===== src/rtl/psram_pkg.sv =====
//==============================================================================
// Module  : psram_pkg
// Brief   : Shared constants and state encoding for the PSRAM arbiter.
// Revision: 1.0
//==============================================================================
`default_nettype none

package psram_pkg;

    localparam int c_aw_default = 22;

    // Byte lane convention: for byte writes, addr[c_byte_sel_bit]=1 selects the upper byte.
    localparam int c_byte_sel_bit = 0;

    typedef logic [1:0] state_t;

    localparam state_t c_st_idle      = 2'd0;
    localparam state_t c_st_issue     = 2'd1;
    localparam state_t c_st_wait_busy = 2'd2;
    localparam state_t c_st_wait_done = 2'd3;

endpackage

`default_nettype wire


===== src/rtl/rr_arbiter.sv =====
//==============================================================================
// Module  : rr_arbiter
// Brief   : Combinational next-grant selection with optional port-0 priority.
// Revision: 1.0
//==============================================================================
`default_nettype none

module rr_arbiter #(
    parameter int NPORTS = 3,
    parameter int PRIO0  = 1,
    parameter int IW     = (NPORTS > 1) ? $clog2(NPORTS) : 1
) (
    input  logic [NPORTS-1:0] i_req,
    input  logic [IW-1:0]     i_last_grant,
    output logic [NPORTS-1:0] o_grant,
    output logic [IW-1:0]     o_grant_idx,
    output logic              o_valid,
    output logic              o_prio
);

    logic [IW-1:0] w_cand;

    always_comb begin
        o_grant_idx = '0;
        o_valid     = 1'b0;
        o_prio      = 1'b0;
        w_cand      = '0;
        if ((PRIO0 != 0) && i_req[0]) begin
            o_valid = 1'b1;
            o_prio  = 1'b1;
        end else begin
            // Scan starts one past the previous winner so the last winner is served last.
            for (int k = 1; k <= NPORTS; k++) begin
                w_cand = IW'((int'(i_last_grant) + k) % NPORTS);
                if (!o_valid && i_req[w_cand]) begin
                    o_valid     = 1'b1;
                    o_grant_idx = w_cand;
                end
            end
        end
        o_grant = o_valid ? (NPORTS'(1) << o_grant_idx) : '0;
    end

endmodule

`default_nettype wire


===== src/rtl/psram_arbiter.sv =====
//==============================================================================
// Module  : psram_arbiter
// Brief   : Serialises NPORTS requesters onto the single-port PSRAM controller.
// Revision: 1.0
//==============================================================================
`default_nettype none

module psram_arbiter
    import psram_pkg::*;
#(
    parameter int NPORTS = 3,
    parameter int AW     = c_aw_default,
    parameter int PRIO0  = 1
) (
    input  logic                 clk,
    input  logic                 reset,
    input  logic [NPORTS-1:0]    req,
    input  logic [NPORTS-1:0]    we,
    input  logic [NPORTS-1:0]    byte_write,
    input  logic [NPORTS*AW-1:0] addr,
    input  logic [NPORTS*16-1:0] wdata,
    output logic [NPORTS-1:0]    ack,
    output logic [NPORTS-1:0]    done,
    output logic [15:0]          rdata,
    output logic                 mem_read,
    output logic                 mem_write,
    output logic [AW-1:0]        mem_addr,
    output logic [15:0]          mem_din,
    output logic                 mem_byte_write,
    input  logic                 mem_busy,
    input  logic [15:0]          mem_dout
);

    localparam int c_iw = (NPORTS > 1) ? $clog2(NPORTS) : 1;

    state_t              r_state;
    logic [c_iw-1:0]     r_gnt_idx;
    logic                r_gnt_prio;
    logic [c_iw-1:0]     r_last_grant;
    logic                r_we;
    logic [NPORTS-1:0]   r_ack;
    logic [NPORTS-1:0]   r_done;
    logic [15:0]         r_rdata;
    logic                r_mem_read;
    logic                r_mem_write;
    logic [AW-1:0]       r_mem_addr;
    logic [15:0]         r_mem_din;
    logic                r_mem_byte_write;

    logic [NPORTS-1:0]   w_grant;
    logic [c_iw-1:0]     w_grant_idx;
    logic                w_grant_valid;
    logic                w_grant_prio;

    rr_arbiter #(
        .NPORTS (NPORTS),
        .PRIO0  (PRIO0),
        .IW     (c_iw)
    ) u_rr_arbiter (
        .i_req        (req),
        .i_last_grant (r_last_grant),
        .o_grant      (w_grant),
        .o_grant_idx  (w_grant_idx),
        .o_valid      (w_grant_valid),
        .o_prio       (w_grant_prio)
    );

    always_ff @(posedge clk) begin
        if (reset) begin
            r_state          <= c_st_idle;
            r_gnt_idx        <= '0;
            r_gnt_prio       <= 1'b0;
            r_last_grant     <= c_iw'(NPORTS - 1);
            r_we             <= 1'b0;
            r_ack            <= '0;
            r_done           <= '0;
            r_rdata          <= '0;
            r_mem_read       <= 1'b0;
            r_mem_write      <= 1'b0;
            r_mem_addr       <= '0;
            r_mem_din        <= '0;
            r_mem_byte_write <= 1'b0;
        end else begin
            r_ack       <= '0;
            r_done      <= '0;
            r_mem_read  <= 1'b0;
            r_mem_write <= 1'b0;
            case (r_state)
                c_st_idle: begin
                    // Controller busy also covers its post-reset init; hold requests off until then.
                    if (!mem_busy && w_grant_valid) begin
                        r_ack            <= w_grant;
                        r_gnt_idx        <= w_grant_idx;
                        r_gnt_prio       <= w_grant_prio;
                        r_we             <= we[w_grant_idx];
                        r_mem_byte_write <= byte_write[w_grant_idx];
                        r_mem_addr       <= addr[w_grant_idx*AW +: AW];
                        r_mem_din        <= wdata[w_grant_idx*16 +: 16];
                        r_state          <= c_st_issue;
                    end
                end
                c_st_issue: begin
                    r_mem_read  <= ~r_we;
                    r_mem_write <= r_we;
                    r_state     <= c_st_wait_busy;
                end
                c_st_wait_busy: begin
                    if (mem_busy) begin
                        r_state <= c_st_wait_done;
                    end
                end
                c_st_wait_done: begin
                    if (!mem_busy) begin
                        r_done <= NPORTS'(1) << r_gnt_idx;
                        if (!r_we) begin
                            r_rdata <= mem_dout;
                        end
                        // Priority grants of port 0 leave the rotation untouched.
                        if (!r_gnt_prio) begin
                            r_last_grant <= r_gnt_idx;
                        end
                        r_state <= c_st_idle;
                    end
                end
                default: r_state <= c_st_idle;
            endcase
        end
    end

    assign ack            = r_ack;
    assign done           = r_done;
    assign rdata          = r_rdata;
    assign mem_read       = r_mem_read;
    assign mem_write      = r_mem_write;
    assign mem_addr       = r_mem_addr;
    assign mem_din        = r_mem_din;
    assign mem_byte_write = r_mem_byte_write;

endmodule

`default_nettype wire

===== config.mk =====
export PLATFORM = sky130hd
export DESIGN_NAME = psram_arbiter
export DESIGN_NICKNAME = d
export VERILOG_FILES = /design/src/rtl/psram_pkg.sv /design/src/rtl/rr_arbiter.sv /design/src/rtl/psram_arbiter.sv
export SDC_FILE = /design/constraint.sdc
export NUM_CORES = 1
export LEC_CHECK = 0
export CORE_MARGIN = 3
export CORE_UTILIZATION = 42
export DETAILED_ROUTE_END_ITERATION = 10
export PLACE_DENSITY = 0.86
export SYNTH_ARGS = -nofsm -noshare
export SYNTH_HDL_FRONTEND = slang
export SYNTH_SLANG_ARGS = --single-unit

===== constraint.sdc =====
create_clock -name clk -period 4.9 [get_ports clk]
set_clock_uncertainty 0.2 [all_clocks]
set_input_delay 0.49 -clock clk [delete_from_list [all_inputs] [get_ports clk]]
set_output_delay 0.49 -clock clk [all_outputs]
set_load 0.005 [all_outputs]

==> results_dict.tcl <==
set metrics [dict create \
    synth_seq_area_share 0.3831 \
    initialDrtViolationCount 269 \
    drtAntennaViolNets 0 \
    clk_latency_ps 340 \
    dpl_worst_slack_ps 1520 \
    synth_area_leaders "dfxtp_1 38%, a32o_1 11%, o221ai_1 9.4%" \
    die-area_um2 9997 \
    wl_per_cell_um 17.47 \
    netlist_area_um2 3710 \
    irDropWorstVdd_uv 128.7 \
    slew_violations 0 \
    yosysWarnings 0 \
    syn_nets 576 \
    initial_core_util 0.4426 \
    layout.nets 754 \
    syn_area_per_cell_um2 8.688 \
    core_area_um2 8382 \
    clock_path_buffers 2 \
    cp_slowest_stage_delay_ps 850 \
    critPathTopFamily "compound AO/OA/AOI/OAI gates" \
    hold_viol 0 \
    cp_cell_sequence "inv_1 > ha_1 > or3_2 > a31o_4 > a21oi_4 > a32o_1" \
    cts_max_level 3 \
    grt_pass1_wl_um 19240 \
    worstSetupPathType "reg -> reg" \
    maxCapViolations 0 \
    p_leak_nw 2.181 \
    clkSinkCount 71 \
    die_x_um 99.99 \
    dr.pass1.iters 5 \
    antenna_cells 0 \
    finalSetupViolCount 0 \
    rows 33 \
    port_buffers 204 \
    synth_top_family_by_area "compound AO/OA/AOI/OAI gates" \
    synth_largest_area_cell "dfxtp_1" \
    synth_mux_area_frac 0 \
    crit_required_ps 4970 \
    worstSetupEndpointType "flop" \
    synth_top_area_frac 0.3831 \
    vias 4018 \
    postCtsHoldBufs 0 \
    cts_inserted_buffers 9 \
    cp_max_fo 43 \
    cts_tree "done" \
    fill_cells 661 \
    synth_compound_area_frac 0.2745 \
    cts_post_setup_buffers_inserted 0 \
    layout_min_cycle_time_ps 3351 \
    slew_headroom 0.2679 \
    cts_root_buf "clkbuf_8" \
    grt_setup_unrepaired "false" \
    cp_slowest_cell "or3_2" \
    cts_resized 0 \
    p_per_area_nw_per_um2 303.3 \
    drc 0 \
    timing.final.crit_share 0.6838 \
    start_kind "flop" \
    path_clk_slew_ps 90 \
    antenna_found_initial 0 \
    grt_pass1_vias 3962 \
    area_delta_synth_final_pct 59.53 \
    io_pins 205 \
    place_congestion 0.8440 \
    routed_via_density 5.620 \
    ys_types 35 \
    gr-total-overflow 0 \
    yosys_register_bits 71 \
    setup_tns_ps 0 \
    grt_max_degree 54 \
    worstMarginPinSlew_ps 1096 \
    status "completed" \
    max_freq_mhz 298.5 \
    synthXorXnorAreaFrac 0 \
    synth_adder_area_share 0.02361 \
    worstPathArrival_ps 3420 \
    path_buf_inv 1 \
    hold_class "reg -> reg" \
    synthCells 427 \
    synth-simple-area-share 0.1966 \
    drt_wl_total_um 12490 \
    track_usage 0.2382 \
    layout_commonest_cell "clkdlybuf4s50_1" \
    dieHeight_um 99.99 \
    layout_common_cells "204 x clkdlybuf4s50_1, 71 x dfxtp_1, 49 x inv_1" \
    worst_slack_ps 1549 \
    dp_hpwl_um 9049 \
    drive_gt1_frac 0.1213 \
]
-- kinds of logic after synthesis --
kind of cell | Yosys count
fa+ha+maj | 7
buf+inv | 91
compound gates | 119
simple gates | 139
flops | 71
-- cells in the mapped netlist --
cell       count
a2111oi_0      2
a211oi_1       1
a21o_1         1
a21oi_1       21
a21oi_4        1
a31o_2         1
a31o_4         1
a31oi_4        1
a32o_1        40
and3_1         1
and3b_1        1
buf_1          2
buf_2          5
buf_6         14
clkbuf_1      21
dfxtp_1       71
ha_1           7
inv_1         49
nand2_1       36
nand2b_1       2
nand3_1       42
nor2_1         3
nor2b_1        2
nor3_1         2
nor3_2         1
nor3b_1        3
nor4b_1        1
o2111ai_1      1
o211a_1        1
o211ai_1       1
o21ai_0        6
o21ba_2        1
o221ai_1      40
or2_2         43
or3_1          2
-- stage by stage --
step                instances    util  hold WS (ps)  area [µm²]  power [mW]
global route              715  0.7061         280.9        5918       1.882
CTS                       715  0.7061         257.3        5918       1.806
global placement          699  0.6791         242.1        5692       1.249
floorplan                 427       -         245.8        3710      0.9824
detailed placement        699  0.6791         245.5        5692       1.273
finish                    715  0.7061         258.7        5918       1.795
-- final cells by class --
type | instances | area (µm²) | area share
inverter | 49 | 183.9 | 0.03108
multi-input combinational | 265 | 1876 | 0.3169
sequential | 71 | 1421 | 0.2402
clock buffer | 9 | 123.9 | 0.02093
tap | 105 | 131.4 | 0.02220
clock inverter | 7 | 102.6 | 0.01734
timing repair buffer | 209 | 2079 | 0.3514
-- path summary, 6_finish.rpt --
check | from | to | slack [ps] | depth (start not counted)
worst max register to register | r_last_grant[0] | mem_din[8] | 1550 | 6
worst min register to register | rdata[12] | rdata[12] | 260 | 2
worst min-delay path | rdata[12] | rdata[12] | 260 | 2
worst max-delay path | r_last_grant[0] | mem_din[8] | 1550 | 6
-- sequential cells by signal (all words and copies together), names as in the netlist --
name and cells:
done 3, r_last_grant 2, mem_byte_write 1, ack 3
mem_addr 22, mem_write 1, mem_din 16, r_state 2
r_gnt_idx 2, r_we 1, rdata 16, r_gnt_prio 1
mem_read 1
-- worst min-delay path: stages (launching register included) --
cell     delay, ps
dfxtp_1        320
nand2_1         50
a21oi_1         50
-- routing by layer --
metal | global-route usage | part of all wire | up-vias
li1 | - | - | 1908
met1 | 0.2941 | 0.40 | 1890
met2 | 0.4064 | 0.50 | 200
met3 | 0.05837 | 0.087 | 20
met4 | 0.08083 | 0.020 | 0
met5 | 0 | 0 | -
-- power breakdown --
| group | switching [mW] | leakage [nW] | internal [mW] | total [mW] |
|---|---|---|---|---|
| sequential | 0.0483 | 0.578 | 0.656 | 0.704 |
| combinational | 0.233 | 1.49 | 0.326 | 0.560 |
| clock | 0.240 | 0.110 | 0.292 | 0.532 |
| total | 0.521 | 2.18 | 1.27 | 1.80 |
Note: power is estimated with default switching activity, not from simulation.
==> RTL change 1, RTL diff (config.mk and constraints unchanged) <==
`NPORTS` is set to 3 in 2 places; all go to 2.
--- a/src/rtl/rr_arbiter.sv
+++ b/src/rtl/rr_arbiter.sv
@@ -6,7 +6,7 @@
 `default_nettype none
 
 module rr_arbiter #(
-    parameter int NPORTS = 3,
+    parameter int NPORTS = 2,
     parameter int PRIO0  = 1,
     parameter int IW     = (NPORTS > 1) ? $clog2(NPORTS) : 1
 ) (
--- a/src/rtl/psram_arbiter.sv
+++ b/src/rtl/psram_arbiter.sv
@@ -8,7 +8,7 @@
 module psram_arbiter
     import psram_pkg::*;
 #(
-    parameter int NPORTS = 3,
+    parameter int NPORTS = 2,
     parameter int AW     = c_aw_default,
     parameter int PRIO0  = 1
 ) (
Ports: changed (7 resized); port bits go from 205 to 162. The function was not compared with the original's and may differ.
==> RTL change 1 against the unedited design <==
Power down 11%; routed wire length fell by 37%; via count down 41%; sequential cell count is 6 lower; synthesized area is 27% lower; utilization up 2.8 points; setup slack improved by 660 ps; cell area down 24%; sequential power shrank 7.7%; synthesized cell count down 43%; combinational power down 24%; global-route usage is 3.9 points lower; critical endpoint is now mem_addr[2]$_SDFFE_PP0P_; highest routed layer unchanged.
==> RTL change 1: results (changes against the unedited design) <==
outcome = finished, final reports clean
Synth area leaders = dfxtp_1, mux2i_1, o2bb2ai_1
Vias/cell = 5.008 (-11%)
Leakage = 1.614 nW (-26%)
M1 wire length = 3228 um (-35%)
FF-to-FF setup slack = 2730 ps (+1180 ps)
gr usage total = 19.92% (-3.9 points)
Critical Path AT = 2690 ps (-730 ps)
port bufs = 161 (-21%)
max_slew headroom = 19.07% (-7.7 points)
sequential-to-total area share from yosys stat = 47.90% (+9.6 points)
hold_sp = rdata[1]$_SDFFE_PP0P_
crit path from = req[1]
first-pass GRT wire length = 11630 um (-40%)
Combinational Power Share = 26.8% (-4.4 points)
Clock transition at path regs = 70 ps (-20 ps)
Final GP Congestion = 0.7465 (-12%)
Routed WL = 7815 um (-37%)
reg2reg start = r_state[0]$_SDFFE_PP0P_
share of layout cells above drive strength 1 = 5.985% (-6.1 points)
CP endpoint = mem_addr[2]$_SDFFE_PP0P_
Reg2Reg Depth = 4 (-2)
drt first pass iters = 4 (-1)
CP max FO = 33 (-23%)
P_sw = 0.4148 mW (-20%)
Met2 Wirelength = 3977 um (-36%)
commonest cells in the netlist = dfxtp_1, o2bb2ai_1, mux2i_1
met1 Usage GRT = 23.25% (-6.2 points)
pre-CTS WS = 1857 ps (+337.0 ps)
met3 usage = 4.753% (-1.1 points)
met3 wire length = 446 um (-59%)
Post-Syn Nets = 348 (-40%)
Critical Path Max Stage Delay = 990 ps (+140 ps)
maximum vdd drop = 0.2358 mV (+83%)
Worst path slowest cell = nor2b_4
Final #Nets = 501 (-34%)
fillers = 471 (-29%)
distinct cell type count of the synthesized netlist = 28 (-20%)
Skew-Pair Late Insertion Delay = 320 ps (-20 ps)
pin count of the biggest net entering global routing = 44 (-19%)
Design Power = 1.590 mW (-11%)
-- RTL change 1: per-stage QoR --
step / hold WS (ps) / instances / area (um2)
floorplan: 214.1 / 243 / 2716
global placement: 241.8 / 460 / 4243
detailed placement: 236.4 / 460 / 4243
CTS: 251.7 / 476 / 4472
global route: 273.1 / 476 / 4472
finish: 256.5 / 476 / 4472
-- RTL change 1: area by class of cell --
cell class | instances | area [um2] | share of cell area, %
Tap cell | 75 | 93.84 | 2.098
Timing Repair Buffer | 162 | 1619 | 36.21
Clock buffer | 11 | 151.4 | 3.386
Clock inverter | 5 | 77.57 | 1.735
Multi-Input combinational cell | 154 | 1214 | 27.14
Inverter | 4 | 15.01 | 0.3358
Sequential cell | 65 | 1301 | 29.10
-- RTL change 1: logic make-up after synthesis --
family / after synthesis / synth area share [%]
AO/OA/AOI/OAI: 62 / 18.24
adder cells (fa/ha/maj): 4 / 1.843
buffers and inverters: 24 / 7.692
flip-flops: 65 / 47.90
multiplexers: 42 / 15.52
AND/OR/NAND/NOR: 46 / 8.798
==> RTL change 2, RTL diff (same settings) <==
Made on the original files. Reset style: asynchronous (`reset`), changed in one clocked block.
--- a/src/rtl/psram_arbiter.sv
+++ b/src/rtl/psram_arbiter.sv
@@ -65,7 +65,7 @@
         .o_prio       (w_grant_prio)
     );
 
-    always_ff @(posedge clk) begin
+    always_ff @(posedge clk or posedge reset) begin
         if (reset) begin
             r_state          <= c_st_idle;
             r_gnt_idx        <= '0;
Function: differs if reset is asserted again (counterexample within 4 cycles, from zero or initial values and one cycle with reset high); with reset held inactive, the same outputs for 4 cycles.
==> RTL change 2 against the unedited design <==
Routed wire length fell by 14%; sequential cell count stayed put; cell count decreased by 19%; setup slack better by 180 ps; cell area decreased by 5.5%; synthesized area decreased by 12%; count of clock-buffer cells in the layout grew 1.
Power is not compared: it rests on default switching activity, and its combinational part moved more than twofold at a synthesized area within 25%.
==> RTL change 2: results (changes against the unedited design) <==
gr usage total = 24.06% (+0.24 points)
Clock transition at path regs = 80 ps
ys async rst share = 100.0% (+100 points)
Critical Path AT = 3150 ps (-270 ps)
DP Wirelength = 7998 um (-12%)
fillers = 490 (-26%)
hold_sp = mem_addr[2]$_DFFE_PP0P_
terminus of the critical flop-to-flop path = mem_din[0]$_DFFE_PP0P_
port bufs = 204 (unchanged)
Final GP Congestion = 0.7940 (-5.9%)
wire per inst = 18.35 um (+5.1%)
outcome = finished, final reports clean
drt first pass iters = 8 (+3)
Final #Nets = 627 (-17%)
pin count of the biggest net entering global routing = 86 (+59%)
Synth area leaders = dfrtp_1, a222oi_1, mux2_1
Initial DRC Count = 233 (-13%)
Adder-Cell Fraction of Synth Area = 2.675% (+0.31 points)
Post-Syn Nets = 430 (-25%)
Vias/cell = 5.462 (-2.8%)
FF-to-FF setup slack = 1810 ps (+260 ps)
CP max FO = 32 (-26%)
compound-gate portion of the synthesized area = 22.97% (-4.5 points)
mux contribution to synthesized area = 6.496% (+6.5 points)
reg2reg start = r_last_grant[1]$_DFFE_PP1P_
first-pass GRT wire length = 16300 um (-15%)
max_slew headroom = 15.80% (-11 points)
commonest cells in the netlist = dfrtp_1, nand2_1, a222oi_1
hold worst-path end = mem_addr[2]$_DFFE_PP0P_
share of layout cells above drive strength 1 = 7.660% (-4.5 points)
Top FF cell, synth = dfrtp_1
vias in the first global route = 3300 (-17%)
## RTL change 2: how the worst max path moves through the flow
stage / from / endpoint / depth (start not counted)
finish: req[0] / mem_din[0]$_DFFE_PP0P_ / 5
global placement: req[0] / mem_addr[8]$_DFFE_PP0P_ / 5
floorplan: reset / ack[0]$_DFF_PP0_ / 1
detailed placement: req[0] / mem_din[0]$_DFFE_PP0P_ / 5
global route: req[0] / mem_din[1]$_DFFE_PP0P_ / 5
CTS: req[0] / mem_din[0]$_DFFE_PP0P_ / 5
## RTL change 2: critical path, stage by stage
cell	delay [ps]
clkdlybuf4s50_1	740
inv_2	200
nand3_1	870
a222oi_1	700
o21ai_1	120
## RTL change 2: layout make-up
| class | count | area [um2] | area share (%) |
|---|---|---|---|
| Sequential cell | 71 | 1778 | 31.79 |
| Clock inverter | 6 | 116.4 | 2.081 |
| Inverter | 7 | 26.28 | 0.4698 |
| Clock buffer | 10 | 137.6 | 2.461 |
| Timing Repair Buffer | 208 | 2072 | 37.05 |
| Multi-Input combinational cell | 181 | 1339 | 23.94 |
| Tap cell | 99 | 123.9 | 2.215 |
## RTL change 2: logic make-up (layout without fill, tap and decap cells)
logic type                 after synthesis  after routing
DFF                                     71             71
muxes                                   19             19
adders and majority gates                7              7
buffers and inverters                   29            231
AOI/OAI and AO/OA                       92             92
and+or+nand+nor                         63             63
## RTL change 2: routing by layer
layer,up-vias,track usage [%],share of wire [%]
li1,1478,-,-
met2,178,41.96,50
met3,26,8.894,10
met5,-,0,0
met1,1497,25.40,36
met4,0,11.79,3.7
## RTL change 2: stage by stage
step | hold WS, ps | worst slack [ps] | std cells | instance area [um2] | total power [mW]
floorplan | 238.1 | 2415 | 281 | 3274 | 1.616
CTS | 292.7 | 1753 | 582 | 5593 | 2.894
finish | 286.7 | 1725 | 582 | 5593 | 2.867
detailed placement | 265.9 | 1356 | 566 | 5339 | 2.305
global route | 310.1 | 1512 | 582 | 5593 | 3.077
global placement | 260.0 | 1538 | 566 | 5339 | 2.245
## RTL change 2: power by group through the flow
stage                     combinational (mW)  sequential (mW)  clock (mW)
after floorplan                        0.625            0.991           0
after CTS                               1.32            0.980       0.591
after global routing                    1.44             1.01       0.621
after detailed placement                1.32            0.989           0
final                                   1.31            0.980       0.581
after global placement                  1.27            0.972           0
